**src/rtl/przerwania_ctrl.sv**
```systemverilog
// -----------------------------------------------------------------------------
// przerwania_ctrl -- fixed-priority interrupt controller
//
// Collects single-cycle interrupt pulses from N_SRC peripherals into pending
// bits, picks the lowest-numbered pending and enabled source, and presents one
// request plus a vector address to the CPU. After the CPU acknowledges, it
// pulses flaga_clear back to the serviced peripheral. It then waits in SERVICE
// until the CPU returns from the handler. Handlers do not nest.
// Source 0 (the timer, licznik_int) has the highest priority.
//
// Ports
//   clk          clock, all state on rising edge
//   rst          asynchronous reset, active low
//   irq_in       single-cycle interrupt pulses, one bit per source
//   wartosc      8-bit bus write data
//   zapisz_mask  write mask register from wartosc[N_SRC-1:0] (1 = enabled)
//   zapisz_clr   write-1-to-clear pending bits from wartosc[N_SRC-1:0]
//   zapisz_ctr   write control register, wartosc[7] = global enable (gie)
//   cpu_ack      CPU takes the presented vector
//   cpu_reti     CPU returns from the handler
//   cpu_irq      interrupt request to the CPU
//   cpu_vec      vector address, valid while cpu_irq is high
//   flaga_clear  one-cycle pulse clearing the serviced peripheral's flag
//   pending      pending bits (status)
//   aktywne      a handler is in service
// -----------------------------------------------------------------------------
module przerwania_ctrl #(
    parameter int          N_SRC      = 4,
    parameter int          ADDR_W     = 8,
    parameter int unsigned VEC_BASE   = 32'h08,
    parameter int unsigned VEC_STRIDE = 4
) (
    input  logic              clk,
    input  logic              rst,
    input  logic [N_SRC-1:0]  irq_in,
    input  logic [7:0]        wartosc,
    input  logic              zapisz_mask,
    input  logic              zapisz_clr,
    input  logic              zapisz_ctr,
    input  logic              cpu_ack,
    input  logic              cpu_reti,
    output logic              cpu_irq,
    output logic [ADDR_W-1:0] cpu_vec,
    output logic [N_SRC-1:0]  flaga_clear,
    output logic [N_SRC-1:0]  pending,
    output logic              aktywne
);

    localparam int IDX_W = (N_SRC > 1) ? $clog2(N_SRC) : 1;

    localparam logic [1:0] ST_IDLE    = 2'd0;
    localparam logic [1:0] ST_REQ     = 2'd1;
    localparam logic [1:0] ST_SERVICE = 2'd2;

    // ------------------------------------------------------------------
    // State
    // ------------------------------------------------------------------
    logic [1:0]        state;
    logic [1:0]        state_nxt;
    logic [N_SRC-1:0]  mask;
    logic              gie;
    logic [IDX_W-1:0]  idx;

    // ------------------------------------------------------------------
    // Bus write decode: only one register is written per cycle, and
    // ctrl beats mask beats clr.
    // ------------------------------------------------------------------
    logic wr_ctr;
    logic wr_mask;
    logic wr_clr;

    assign wr_ctr  = zapisz_ctr;
    assign wr_mask = zapisz_mask & ~zapisz_ctr;
    assign wr_clr  = zapisz_clr  & ~zapisz_ctr & ~zapisz_mask;

    // Bits of wartosc that no register uses with this N_SRC.
    logic unused_wartosc;
    assign unused_wartosc = ^wartosc;

    // ------------------------------------------------------------------
    // Arbitration: lowest pending and enabled index wins.
    // ------------------------------------------------------------------
    logic [N_SRC-1:0]  req_vec;
    logic              req_any;
    logic [IDX_W-1:0]  winner;
    logic [ADDR_W-1:0] winner_vec;

    assign req_vec = pending & mask;
    assign req_any = gie & (|req_vec);

    // NOTE: every signal driven from always_comb gets a default at the top
    // of the block, so no path leaves it unassigned and no latch is inferred.
    always_comb begin
        winner = '0;
        // Walk from the highest index down so the lowest set bit is written last.
        for (int i = N_SRC - 1; i >= 0; i--) begin
            if (req_vec[i]) begin
                winner = IDX_W'(i);
            end
        end
    end

    assign winner_vec = ADDR_W'(VEC_BASE + VEC_STRIDE * 32'(winner));

    // One-hot of the latched source, used for the ack clear, the
    // flag-clear pulse and the withdraw checks.
    logic [N_SRC-1:0] idx_oh;
    assign idx_oh = N_SRC'(1) << idx;

    // ------------------------------------------------------------------
    // FSM
    // ------------------------------------------------------------------
    logic ack_take;
    logic withdraw;

    assign ack_take = (state == ST_REQ) & cpu_ack;
    assign withdraw = ~gie | ~(|(idx_oh & mask)) | ~(|(idx_oh & pending));

    always_comb begin
        state_nxt = state;
        case (state)
            ST_IDLE: begin
                if (req_any) begin
                    state_nxt = ST_REQ;
                end
            end
            ST_REQ: begin
                // An ack in the same cycle as a withdraw condition still wins:
                // the CPU has already committed to the vector.
                if (cpu_ack) begin
                    state_nxt = ST_SERVICE;
                end else if (withdraw) begin
                    state_nxt = ST_IDLE;
                end
            end
            ST_SERVICE: begin
                if (cpu_reti) begin
                    state_nxt = ST_IDLE;
                end
            end
            default: state_nxt = ST_IDLE;
        endcase
    end

    // ------------------------------------------------------------------
    // Pending bits: clears first, then new pulses, so an irq arriving in
    // the same cycle as its own clear or ack is never lost.
    // ------------------------------------------------------------------
    logic [N_SRC-1:0] pending_nxt;

    always_comb begin
        pending_nxt = pending;
        if (wr_clr) begin
            pending_nxt = pending_nxt & ~wartosc[N_SRC-1:0];
        end
        if (ack_take) begin
            pending_nxt = pending_nxt & ~idx_oh;
        end
        pending_nxt = pending_nxt | irq_in;
    end

    // ------------------------------------------------------------------
    // Registers
    // ------------------------------------------------------------------
    // NOTE: sequential state uses non-blocking assignments so every register
    // samples pre-edge values and evaluation order inside the block is irrelevant.
    always_ff @(posedge clk or negedge rst) begin
        if (!rst) begin
            state       <= ST_IDLE;
            idx         <= '0;
            cpu_vec     <= '0;
            flaga_clear <= '0;
            pending     <= '0;
            mask        <= '0;
            gie         <= 1'b0;
        end else begin
            state       <= state_nxt;
            pending     <= pending_nxt;
            flaga_clear <= ack_take ? idx_oh : '0;

            // Source and vector are frozen for the whole REQ phase.
            if ((state == ST_IDLE) && req_any) begin
                idx     <= winner;
                cpu_vec <= winner_vec;
            end

            if (wr_ctr) begin
                gie <= wartosc[7];
            end
            if (wr_mask) begin
                mask <= wartosc[N_SRC-1:0];
            end
        end
    end

    // Request and in-service flags decode the state register directly, so no
    // input reaches them combinationally.
    assign cpu_irq = (state == ST_REQ);
    assign aktywne = (state == ST_SERVICE);

endmodule

```
**config.mk**
```make
export PLATFORM = sky130hd
export DESIGN_NAME = przerwania_ctrl
export DESIGN_NICKNAME = d
export VERILOG_FILES = /design/src/rtl/przerwania_ctrl.sv
export SDC_FILE = /design/constraint.sdc
export NUM_CORES = 1
export LEC_CHECK = 0
export CORE_MARGIN = 1.5
export CORE_UTILIZATION = 43
export CTS_CLUSTER_DIAMETER = 60
export CTS_CLUSTER_SIZE = 20
export DETAILED_ROUTE_END_ITERATION = 7
export GPL_TIMING_DRIVEN = 0
export PLACE_DENSITY = 0.8
export RECOVER_POWER = 50
export SYNTH_ARGS = -nofsm -noshare
export SYNTH_HDL_FRONTEND = slang
export SYNTH_SLANG_ARGS = --single-unit
```
**constraint.sdc**
```tcl
create_clock -name clk -period 2.4 [get_ports clk]
set_input_delay 0.36 -clock clk [delete_from_list [all_inputs] [get_ports clk]]
set_output_delay 0.36 -clock clk [all_outputs]
set_load 0.1 [all_outputs]
```
==> flow_summary_export.csv <==
group,metric,value,unit
outcome,status,"finished, final reports clean",
power,power_density,1170,nW/um^2
floorplanning,coreArea,1780,um^2
routing,vias,636,
sta,min_period_over_period,93.1,%
clock_network,numCtsBuffers,3,
global_route,grt_pass1_wl,2570,um
floorplanning,start_util,47.2,%
setup_path,required,2.04,ns
sta,hold_viol_final,0,
clock_network,path_clk_slew,0.10,ns
setup_path,cp-end-kind,"output pin",
logic_synthesis,synth-main-ff-cell,"dfrtp_1",
setup_path,worst_ep_arrival_time,1.87,ns
layout,regArea,450,um^2
flow_run,cap_violations,0,
logic_synthesis,synthCells,70,
layout,fillCellCount,145,
power,vdd_drop_max,0.613,mV
sta,worstMarginPinSlew,0.981,ns
layout,syn_to_final_growth,40.3,%
global_route,overflow,0,
floorplanning,chipHeight,47.2,um
layout,multi_input_area,342,um^2
power,power,1380,uW
global_route,grt_usage,17.6,%
clock_network,cts.sinks,18,
logic_synthesis,synth_edf_count,0,
sta,setup_violations,0,
layout,diodes,0,
floorplanning,ios,37,
clock_network,htree_levels,1,
sta,rsz0062_at_grt,"false",
clock_network,cts_tree,"built",
place,io_buffers,28,
global_route,grt_max_degree,19,
power,p_leak,0.000574,uW
hold_path,min_path_type,"reg -> reg",
floorplanning,rows,15,
layout,mostFrequentLayoutCells,"clkdlybuf4s50_1, dfrtp_1, nand2_1",
logic_synthesis,async_flop_share,100,%
global_route,grt_antenna_before_repair,0,
routing,drc,0,
sta,relSlewSlack,34.4,%
clock_network,post-cts-setup-buffer-count,0,
sta,fin_worst_skew,0.000973,ns
logic_synthesis,ys_seq_area_share,53.6,%
logic_synthesis,syn_area_per_cell,12.0,um^2
layout,drive_gt1_share,19.8,%
setup_path,cp_cell_sequence,"clkdlybuf4s50_1",
clock_network,clock_latency,0.30,ns
floorplanning,die_x,47.2,um
global_route,first_global_vias,561,
setup_path,setup.worst_path.class,"reg -> out",
logic_synthesis,synth-seq-cells,18,
setup_path,path_max_fanout,4,
sta,fmax,0.448,GHz
routing,wl,1610,um
logic_synthesis,netlist_area,841,um^2
setup_path,critPathSlowestCell,"clkdlybuf4s50_1",
setup_path,cp_num_buf_inv,1,
sta,setup-tns-final,0,ns
layout,fin_nets,126,
layout,layout.cells.non_filler,131,
setup_path,start_kind,"flop",
routing,antenna_left,0,
place,dp_cells,127,
routing,viasPerCell,4.85,
setup_path,max_stage_delay,1.16,ns
place,place_hpwl,1290,um
routing,firstDrtPassIters,2,
clock_network,cts.path.max_buffers,2,
sta,slew_violations,0,
layout,final_common_cell,"clkdlybuf4s50_1",
place,place_congestion,0.733,
setup_path,crit_family,"buffers and inverters",
clock_network,cts_root_buf,"clkbuf_4",
floorplanning,die-area,2230,um^2
routing,wl_per_cell,12.3,um
sta,fin_crit,2.23,ns
logic_synthesis,yosysUniqueCellTypes,24,
routing,drt-initial-drc-count,1,
logic_synthesis,yosysWarnings,0,
synth_stat cells, types with 2 or more instances:
library cell	n	area share (%)
nor3b_2	2	3.0
mux2_2	5	6.7
buf_4	5	4.5
nand2b_1	2	1.5
dfrtp_1	18	54
a21oi_1	2	1.2
o21bai_1	4	3.6
nand2_1	16	7.1
final timing paths:
| path | end | slack, ns | depth (start not counted) | from |
|---|---|---|---|---|
| min | cpu_vec[3] | 0.51 | 1 | cpu_vec[3] |
| min in group asynchronous | gie | 0.58 | 1 | rst |
| max reg2reg | idx[0] | 0.88 | 3 | state[1] |
| max | pending[3] | 0.17 | 1 | pending[3] |
| max in group asynchronous | pending[3] | 1.33 | 1 | rst |
| min reg2reg | cpu_vec[3] | 0.51 | 1 | cpu_vec[3] |
state kept, by name, indices dropped and copies added (netlist names):
register and flops:
idx 2, state 2, flaga_clear 4, cpu_vec 1
pending 4, gie 1, mask 4
metal layers:
metal	GRT usage, %	part of all wire [%]	wire length [um]
met1	20.0	40	636
met2	26.5	49	787
met3	8.85	8.6	138
met4	10.0	2.6	42
met5	0	0	0
logic make-up after synthesis:
| group | Yosys count | synth area share [%] |
|---|---|---|
| other | 1 | 0.446 |
| muxes | 7 | 11.2 |
| DFF | 18 | 53.6 |
| buffers and inverters | 5 | 4.46 |
| and+or+nand+nor | 29 | 21.9 |
| AOI/OAI and AO/OA | 10 | 8.48 |
what timing repair did:
action | in CTS | in global routing
hold buffers | 0 | 0
resized for setup | 2 | 2
hold endpoints to repair | 0 | 0
setup endpoints to repair | 2 | 2
cloned | 0 | 0
area by class of cell:
cell class / count / share of cell area [%]
well taps: 25 / 2.65
flip-flops and latches: 18 / 38.2
plain buffers: 5 / 3.18
multi-input cells: 51 / 29.0
repair buffers: 28 / 24.0
clock buffers: 4 / 3.08
power breakdown:
part / leakage [uW] / total (uW) / switching [uW] / internal [uW]
sequential: 0.000213 / 433 / 63.9 / 370
clock: 0.0000210 / 186 / 93.1 / 92.6
combinational: 0.000340 / 765 / 556 / 209
total: 0.000574 / 1380 / 713 / 672
stage by stage:
stage | hold slack (ns) | util [%] | cell area (um^2) | setup WS, ns
2_1_floorplan | 0.0644 | - | 856 | 0.612
3_3_place_gp | 0.488 | 65.5 | 1170 | 0.303
3_5_place_dp | 0.493 | 65.5 | 1170 | 0.274
4_1_cts | 0.515 | 67.4 | 1200 | 0.0392
5_1_grt | 0.534 | 66.2 | 1180 | 0.115
6_report | 0.510 | 66.2 | 1180 | 0.166
(Power assumes the default switching activity.)
